==> src/rtl/snoop_ctrl_lv1.sv <==
// Snoop-side MESI controller for one L1: accepts one bus snoop at a time, looks up
// the line, optionally flushes it, updates its MESI state and pulses a response.
`ifndef ASSOC_LV1
`define ASSOC_LV1 4
`endif
`ifndef ASSOC_WID_LV1
`define ASSOC_WID_LV1 2
`endif

module snoop_ctrl_lv1 #(
  parameter int ASSOC     = `ASSOC_LV1,
  parameter int ASSOC_WID = `ASSOC_WID_LV1,
  parameter int ADDR_WID  = 32
) (
  input  logic                 clk,
  input  logic                 rst,
  input  logic                 snoop_req_valid,
  input  logic [1:0]           snoop_req_type,
  input  logic [ADDR_WID-1:0]  snoop_addr,
  output logic                 snoop_req_ready,
  input  logic                 cpu_busy,
  output logic [ADDR_WID-1:0]  lookup_addr,
  input  logic                 blk_hit_snoop,
  input  logic [ASSOC_WID-1:0] blk_access_snoop,
  input  logic [1:0]           mesi_state_snoop,
  output logic                 mesi_wr_en,
  output logic [ASSOC_WID-1:0] mesi_wr_way,
  output logic [1:0]           mesi_wr_state,
  output logic                 flush_req,
  output logic [ASSOC_WID-1:0] flush_way,
  input  logic                 flush_done,
  output logic                 snoop_resp_valid,
  output logic                 snoop_resp_shared,
  output logic                 snoop_resp_flush
);

  if (ASSOC > (1 << ASSOC_WID)) begin : g_bad_assoc
    $error("ASSOC does not fit in ASSOC_WID");
  end

  localparam logic [1:0] ST_I = 2'b00, ST_S = 2'b01, ST_E = 2'b10, ST_M = 2'b11;
  localparam logic [1:0] T_RD = 2'b00, T_RDX = 2'b01, T_INV = 2'b10;

  typedef enum logic [2:0] {IDLE, LOOKUP, FLUSH, UPDATE, RESP} state_e;

  state_e                state_q, state_d;
  logic [ADDR_WID-1:0]   addr_q, addr_d;
  logic [1:0]            type_q, type_d;
  logic [ASSOC_WID-1:0]  way_q, way_d;
  logic [1:0]            wst_q, wst_d;
  logic                  shr_q, shr_d;
  logic                  fl_q, fl_d;
  logic                  line_hit;

  // A tag hit on an Invalid line is a miss.
  assign line_hit    = blk_hit_snoop && (mesi_state_snoop != ST_I);
  assign lookup_addr = addr_q;

  always_ff @(posedge clk) begin
    if (rst) begin
      state_q <= IDLE;
      addr_q  <= '0;
      type_q  <= '0;
      way_q   <= '0;
      wst_q   <= ST_I;
      shr_q   <= 1'b0;
      fl_q    <= 1'b0;
    end else begin
      state_q <= state_d;
      addr_q  <= addr_d;
      type_q  <= type_d;
      way_q   <= way_d;
      wst_q   <= wst_d;
      shr_q   <= shr_d;
      fl_q    <= fl_d;
    end
  end

  always_comb begin
    state_d           = state_q;
    addr_d            = addr_q;
    type_d            = type_q;
    way_d             = way_q;
    wst_d             = wst_q;
    shr_d             = shr_q;
    fl_d              = fl_q;
    snoop_req_ready   = 1'b0;
    mesi_wr_en        = 1'b0;
    mesi_wr_way       = '0;
    mesi_wr_state     = ST_I;
    flush_req         = 1'b0;
    flush_way         = '0;
    snoop_resp_valid  = 1'b0;
    snoop_resp_shared = 1'b0;
    snoop_resp_flush  = 1'b0;
    case (state_q)
      IDLE: begin
        snoop_req_ready = !cpu_busy;
        if (snoop_req_valid && !cpu_busy) begin
          addr_d  = snoop_addr;
          type_d  = snoop_req_type;
          state_d = LOOKUP;
        end
      end
      LOOKUP: begin
        way_d   = blk_access_snoop;
        wst_d   = ST_I;
        shr_d   = 1'b0;
        fl_d    = 1'b0;
        state_d = RESP;
        if (line_hit) begin
          case (type_q)
            T_RD: begin
              shr_d = 1'b1;
              wst_d = ST_S;
              if (mesi_state_snoop == ST_E) state_d = UPDATE;
              if (mesi_state_snoop == ST_M) begin
                fl_d    = 1'b1;
                state_d = FLUSH;
              end
            end
            T_RDX: begin
              fl_d    = (mesi_state_snoop == ST_M);
              state_d = (mesi_state_snoop == ST_M) ? FLUSH : UPDATE;
            end
            T_INV:   state_d = UPDATE;
            default: state_d = RESP;
          endcase
        end
      end
      FLUSH: begin
        flush_req = 1'b1;
        flush_way = way_q;
        if (flush_done) state_d = UPDATE;
      end
      UPDATE: begin
        mesi_wr_en    = 1'b1;
        mesi_wr_way   = way_q;
        mesi_wr_state = wst_q;
        state_d       = RESP;
      end
      RESP: begin
        snoop_resp_valid  = 1'b1;
        snoop_resp_shared = shr_q;
        snoop_resp_flush  = fl_q;
        state_d           = IDLE;
      end
      default: state_d = IDLE;
    endcase
    // Reset aborts immediately: nothing may leave the block in the reset cycle.
    if (rst) begin
      snoop_req_ready   = 1'b0;
      mesi_wr_en        = 1'b0;
      mesi_wr_way       = '0;
      mesi_wr_state     = ST_I;
      flush_req         = 1'b0;
      flush_way         = '0;
      snoop_resp_valid  = 1'b0;
      snoop_resp_shared = 1'b0;
      snoop_resp_flush  = 1'b0;
    end
  end

endmodule

==> config.mk <==
export PLATFORM = sky130hd
export DESIGN_NAME = snoop_ctrl_lv1
export DESIGN_NICKNAME = d
export VERILOG_FILES = /design/src/rtl/snoop_ctrl_lv1.sv
export SDC_FILE = /design/constraint.sdc
export NUM_CORES = 1
export LEC_CHECK = 0
export CAP_MARGIN = 20
export CORE_MARGIN = 10
export CORE_UTILIZATION = 45
export CTS_BUF_LIST = sky130_fd_sc_hd__clkbuf_4 sky130_fd_sc_hd__clkbuf_8
export DETAILED_ROUTE_END_ITERATION = 7
export PLACE_DENSITY_LB_ADDON = 0.1
export SYNTH_ARGS = -nofsm -noshare
export SYNTH_HDL_FRONTEND = slang
export SYNTH_SLANG_ARGS = --single-unit
==> constraint.sdc <==
create_clock -name clk -period 2.7 [get_ports clk]
set_input_delay 0.54 -clock clk [delete_from_list [all_inputs] [get_ports clk]]
set_output_delay 0.54 -clock clk [all_outputs]
set_load 0.01 [all_outputs]
# After elaboration in Yosys (flattened, before gate mapping)

Cells that the tools add are included.

Register bits: 43
Input port bits: 44
Word-level logic and storage cells: 58

Equality and inequality tests: 10
Multiplexer cells: 33
Reduce and logical (&&, ||, !) cells: 8

Operators with widths:

| operator                                       | number |
|---|---|
| 2-to-1 mux 1 bit                               | 19 |
| 2-to-1 mux 3 bit                               | 5 |
| 2-to-1 mux 2 bit                               | 6 |
| case mux 3 bit (4 select lines)                | 1 |
| case mux 3 bit (3 select lines)                | 1 |
| == test 2 bit (second input constant)          | 3 |
| == test 3 x 2 -> 1 bit (second input constant) | 2 |
| inequality test 2 bit (second input constant)  | 2 |
| AND reduction 2 bit                            | 2 |
| == test 3 x 1 -> 1 bit (second input constant) | 1 |
| == test 3 bit (second input constant)          | 1 |
| zero test 3 bit                                | 1 |
| == test 2 x 1 -> 1 bit (second input constant) | 1 |
| logical AND 1 bit                              | 2 |
| zero test 2 bit                                | 1 |
| case mux 1 bit (2 select lines)                | 1 |
| nonzero test 2 bit                             | 1 |
| zero test 1 bit                                | 1 |

# Longest topological paths before layout

Gate-level depths: netlist (run 1).

Depth in word-level cells: 6
Gate-level depth with buffers: 5

# Least setup slack after synthesis (run 1)

OpenSTA, ideal clock, no wires.

Path kind: input port to output port
From: in rst
To: out snoop_req_ready
Arrival time: 1317 ps
Required time: 2160 ps
Setup slack: 843 ps
Stages: 3
Path buffers: 1
Cells stage by stage: buf_2 -> or3_1 -> nor3_1

Longest elaborated chain between the ends: 1

Ends and longest elaborated chain:

| element          | line | source |
|---|---|---|
| start, declared  | 16   | `input logic rst,` |
| 2-to-1 mux 1 bit | 151  | `if (rst) begin` |
| end, declared    | 20   | `output logic snoop_req_ready,` |

Every way passes these cells.

# Final worst setup path (run 1)

From: reg state_q[2]
To: out snoop_req_ready

Longest elaborated chain between the ends: 3

Ends and longest elaborated chain:

| element                | line | source |
|---|---|---|
| start, declared        | 46   | `state_e state_q, state_d;` |
| start signal, assigned | 69   | `state_q <= state_d;` |
| zero test 3 bit        | 96   | `case (state_q)` |
| 2-to-1 mux 1 bit       | 96   |  |
| 2-to-1 mux 1 bit       | 151  |  |

Every way passes these cells.

==> flow_summary.yaml, run 1 <==
die:
  die-area_um2: 7520
  start_util: 0.464
  die_x_um: 86.7
  io_pins: 88
  rows: 24
  die_h_um: 86.7
  core_area_um2: 4320
final_layout:
  multi_input_area_um2: 1080
  layout.nets: 334
  layout.area.seq_um2: 821
  drive_above_1_share: 0.0557
  fin_util: 0.694
  area_delta_synth_final_pct: 49.6
  nFillCells: 364
  num_antenna_cells: 0
logic_synthesis:
  ys_types: 28
  netlist_area_um2: 2000
  synth_compound_area_frac: 0.0468
  avgSynthCellArea_um2: 9.83
  synth-seq-cells: 41
  synth_enable_flop_cells: 0
  synth_xor_area_frac: 0
  yosys.area_share.simple: 0.287
  ys_seq_area_frac: 0.409
  synthAdderAreaFrac: 0.0250
  async_reset_ff_frac: 0
  yosysMostFrequentCell: "nand2b_1"
  synth_warnings: 0
  synthTopCellsByCount: "nand2b_1 (68), dfxtp_1 (41), mux2i_1 (36), clkbuf_1 (7), nor2_1 (7)"
  synth_top_family_by_area: "simple AND/OR/NAND/NOR gates"
  synth.area.top_cells: "dfxtp_1 (41%), nand2b_1 (21%), mux2i_1 (18%), ha_1 (2.5%), and3_1 (1.9%)"
  synth_nets: 252
  syn_inst: 204
  synth_top_area_frac: 0.409
  synth_top_area_cell: "dfxtp_1"
  muxShareOfSynthArea: 0.180
  synth_ff_type: "dfxtp_1"
timing:
  fmax_mhz: 421
  rsz0062_at_grt: "no"
  maxSlewViolCount: 0
  skew_ns: 0.00842
  setup_tns_ns: 0
  setup_viol: 0
  layout_worst_path_cycle_share: 0.879
  hold_violations: 0
  post-route-min-period_ns: 2.37
clock_tree:
  cts_root_buffer: "clkbuf_8"
  post_cts_buffers: 0
  cts-resized-gates: 0
  h-tree-depth: 2
  clkSlewWorstSetupHoldPaths_ns: 0.07
  cts_buffers: 5
  cts_max_path_buffers: 2
  holdBufCountCts: 0
  cts_tree: "done"
  clock-sinks: 41
  clock_latency_ns: 0.29
route:
  drc_errors: 0
  drt-pass1-iter-count: 4
  drt_iter0_drc: 77
  vias: 1640
  antenna_left: 0
  viasPerCell: 4.84
  wl_per_cell_um: 14.1
  routed_wl_um: 4780
worst_hold_path:
  worstHoldPathType: "flip-flop to flip-flop"
setup_path:
  worstPathArrival_ns: 1.83
  required_ns: 2.16
  startpoint_type: "flip-flop"
  path_max_fanout: 6
  path_class: "flip-flop to primary output"
  cp-end-kind: "primary output"
power:
  power_mw: 1.44
  ir_drop_v: 0.000295
  p_per_area_nw_per_um2: 480
  leakage_nw: 1.14
placement:
  dpl.hpwl_um: 3650
  finalWeightedCongestion: 0.804
  numPortBuffers: 86
flow_run:
  maxCapViolCount: 0
global_routing:
  grt-ovfl-total: 0
  antenna_found_initial: 0
  grt_first_pass_wirelength_um: 7600
  grtUsageTotal: 0.125
  grt_pass1_vias: 1614
  grt_max_degree: 51
outcome:
  status: "completed"
==> cells in the final DEF (no fill, tap or decap), drive strengths merged, types with 2 or more instances in the layout <==
cell,instances
and2,3
nor2,7
clkdlybuf4s50,85
inv,5
and3,6
ha,4
nand2b,68
nor3,2
buf,4
a21oi,3
clkbuf,7
mux2i,36
o32ai,2
dfxtp,41
nor3b,2
==> flip-flops by register name (all words and copies together) (netlist names) <==
| register | cells |
|---|---|
| state_q | 3 |
| lookup_addr | 32 |
| type_q | 2 |
| fl_q | 1 |
| way_q | 2 |
| wst_q | 1 |
==> power breakdown <==
part / total, mW / internal, mW / leakage [nW] / switching (mW)
sequential: 0.656 / 0.637 / 0.334 / 0.0195
combinational: 0.265 / 0.165 / 0.742 / 0.100
clock: 0.519 / 0.312 / 0.0619 / 0.207
==> final timing paths <==
| path | startpoint | endpoint | slack (ns) | cells after the start |
|---|---|---|---|---|
| hold / removal | fl_q | fl_q | 0.47 | 1 |
| setup / recovery | state_q[2] | snoop_req_ready | 0.33 | 3 |
| hold reg to reg | fl_q | fl_q | 0.47 | 1 |
| setup reg to reg | state_q[1] | lookup_addr[6] | 1.30 | 4 |
==> area by class of cell <==
cell class	count	share of cell area
clock buffer	7	0.0300
sequential	41	0.274
timing repair buffer	89	0.297
tap	52	0.0217
clock inverter	1	0.0100
inverter	5	0.00626
multi-input combinational	144	0.361
==> metrics by stage <==
step                      std cells  setup WS, ns  hold WS, ns  instance area, um2
after CTS                       339         0.311        0.477                3000
after global placement          331         0.383        0.454                2880
after global routing            339         0.200        0.488                3000
after detailed placement        331         0.346        0.455                2880
final                           339         0.327        0.467                3000
after floorplan                 204         0.843        0.424                2000
==> worst max-delay path, cell delays in order, from the launching register on <==
cell	delay [ns]
dfxtp_1	0.38
or3_1	0.43
nor3_1	0.16
clkdlybuf4s50_1	0.58
==> cells by family after synthesis <==
| group | Yosys count |
|---|---|
| AND/OR/NAND/NOR | 91 |
| flip-flops | 41 |
| multiplexers | 36 |
| other | 1 |
| adder cells (fa/ha/maj) | 4 |
| buffers and inverters | 19 |
| AO/OA/AOI/OAI | 12 |
==> metal layers <==
metal	wire length, um	track usage
met4	68	0.0574
met3	560	0.0722
met1	2010	0.136
met5	0	0
met2	2140	0.192
(Power assumes the default switching activity.)
==> run 2, diff against run 1 <==
--- a/config.mk
+++ b/config.mk
@@ -7,10 +7,11 @@
 export LEC_CHECK = 0
 export CAP_MARGIN = 20
 export CORE_MARGIN = 10
-export CORE_UTILIZATION = 45
+export CORE_UTILIZATION = 43
 export CTS_BUF_LIST = sky130_fd_sc_hd__clkbuf_4 sky130_fd_sc_hd__clkbuf_8
 export DETAILED_ROUTE_END_ITERATION = 7
 export PLACE_DENSITY_LB_ADDON = 0.1
+export RECOVER_POWER = 25
 export SYNTH_ARGS = -nofsm -noshare
 export SYNTH_HDL_FRONTEND = slang
 export SYNTH_SLANG_ARGS = --single-unit
==> constraint.sdc (replaced) <==
create_clock -name clk -period 2.39 [get_ports clk]
set_input_delay 0.478 -clock clk [delete_from_list [all_inputs] [get_ports clk]]
set_output_delay 0.478 -clock clk [all_outputs]
set_load 0.01 [all_outputs]
==> run 2 against run 1 <==
Compared with the run above: final area down 0.50%; sequential power rose by 13%; count of clock-buffer cells in the layout shrank 1; combinational power increased by 12%; clock skew down 0.0036 ns; highest routed layer unchanged.
==> flow_summary.yaml, run 2 (same netlist as run 1, synthesis figures left out) <==
flow_run:
  maxCapViolCount: 0
global_routing:
  antenna_found_initial: 0
  top_usage_layer: "met2"
  grt_max_degree: 43
  grt_use_met1: 0.129
  grt_use_met3: 0.0643
  grt-ovfl-total: 0
  grt_pass1_vias: 1590
  grt_first_pass_wirelength_um: 7580
  grtUsageTotal: 0.120
  gr-usage-met2: 0.202
clock_tree:
  cts_max_path_buffers: 2
  clock-sinks: 41
  h-tree-depth: 2
  cts_buffers: 5
  post_cts_buffers: 0
  cts-resized-gates: 0
  clkSlewWorstSetupHoldPaths_ns: 0.08
  clock_latency_ns: 0.28
  cts_tree: "done"
  holdBufCountCts: 0
  cts_root_buffer: "clkbuf_8"
route:
  routed_wl_um: 4870
  wl_per_cell_um: 14.4
  drt_iter0_drc: 77
  viasPerCell: 4.73
  drc_errors: 0
  drt-pass1-iter-count: 4
  vias: 1604
  antenna_left: 0
power:
  leakage_nw: 1.13
  switching_power_mw: 0.378
  p_comb_frac: 0.183
  ir_drop_v: 0.000300
  pwr-share-clk: 0.359
  power_mw: 1.62
  p_int_mw: 1.24
  seq_power_share: 0.457
  p_per_area_nw_per_um2: 544
  sw_frac_of_total: 0.233
timing:
  setup_viol: 0
  slew_headroom: 0.244
  post-route-min-period_ns: 2.34
  fmax_mhz: 428
  maxSlewViolCount: 0
  hold_violations: 0
  layout_worst_path_cycle_share: 0.978
  skew_ns: 0.00477
  hold_ws_ns: 0.463
  tightest_slew_ns: 1.13
  rsz0062_at_grt: "yes"
final_layout:
  drive_above_1_share: 0.0557
  layout_common_cells: "clkdlybuf4s50_1 (84), nand2b_1 (68), dfxtp_1 (41), mux2i_1 (36), nor2_1 (7)"
  area_delta_synth_final_pct: 48.9
  fin_cells: 339
  num_antenna_cells: 0
  largest_register_ff_count: 32
  layout_commonest_cell: "clkdlybuf4s50_1"
  layout.nets: 334
die:
  io_pins: 88
  die_x_um: 88.3
  start_util: 0.451
  rows: 24
  die-area_um2: 7790
  core_area_um2: 4440
  die_h_um: 88.3
setup_path:
  startpoint_type: "flip-flop"
  path_max_fanout: 6
  path_cells: "or3_1 > nor3_1 > clkdlybuf4s50_1"
  cp-end-kind: "primary output"
  worstPathArrival_ns: 1.86
  cp_slowest_cell: "clkdlybuf4s50_1"
  path_class: "flip-flop to primary output"
  max_stage_delay_ns: 0.57
  required_ns: 1.91
worst_hold_path:
  worstHoldPathType: "flip-flop to flip-flop"
placement:
  finalWeightedCongestion: 0.812
  dpl.hpwl_um: 3690
  numPortBuffers: 86
  dp_cells: 331
outcome:
  status: "completed"
run 2: power groups by stage:
stage	Sequential, mW	Clock, mW	Combinational, mW
5_1_grt	0.747	0.617	0.323
3_3_place_gp	0.757	0	0.301
4_1_cts	0.742	0.595	0.304
3_5_place_dp	0.758	0	0.302
2_1_floorplan	0.769	0	0.133
6_report	0.742	0.583	0.297
run 2: routing by layer:
metal  routed length (um)  share of wire  vias up
met3                  569           0.12        5
met1                 2040           0.42      710
met5                    0              0        -
met4                   40         0.0082        0
met2                 2220           0.46       56
li1                     -              -      833
run 2: final timing paths:
check,from,endpoint,slack (ns),cells after the start
worst min register to register,fl_q,fl_q,0.46,1
worst max-delay path,state_q[2],snoop_req_ready,0.05,3
worst min-delay path,fl_q,fl_q,0.46,1
worst max register to register,state_q[1],type_q[1],0.37,4
run 2: layout make-up:
type                    instances  area (um2)
flip-flops and latches         41         821
inverters                       5        18.8
repair buffers                 89         876
clock inverters                 2        37.5
fillers                       387        1460
multi-input cells             144        1080
well taps                      52        65.1
clock buffers                   6        82.6
run 2: worst max-delay path, delay by kind of cell, from the launching register on:
kind                   cells  cell delay, ns
flip-flops                 1            0.40
buffers and inverters      1            0.57
AND/OR/NAND/NOR            2            0.60
run 2: metrics by stage:
stage / util / cell area [um2] / setup WS [ns] / TNS [ns]
3_3_place_gp: 0.648 / 2880 / 0.206 / 0
5_1_grt: 0.671 / 2980 / -0.00576 / -0.00593
6_report: 0.671 / 2980 / 0.0529 / 0
2_1_floorplan: - / 2000 / 0.657 / 0
3_5_place_dp: 0.648 / 2880 / 0.165 / 0
4_1_cts: 0.675 / 3000 / 0.0523 / 0
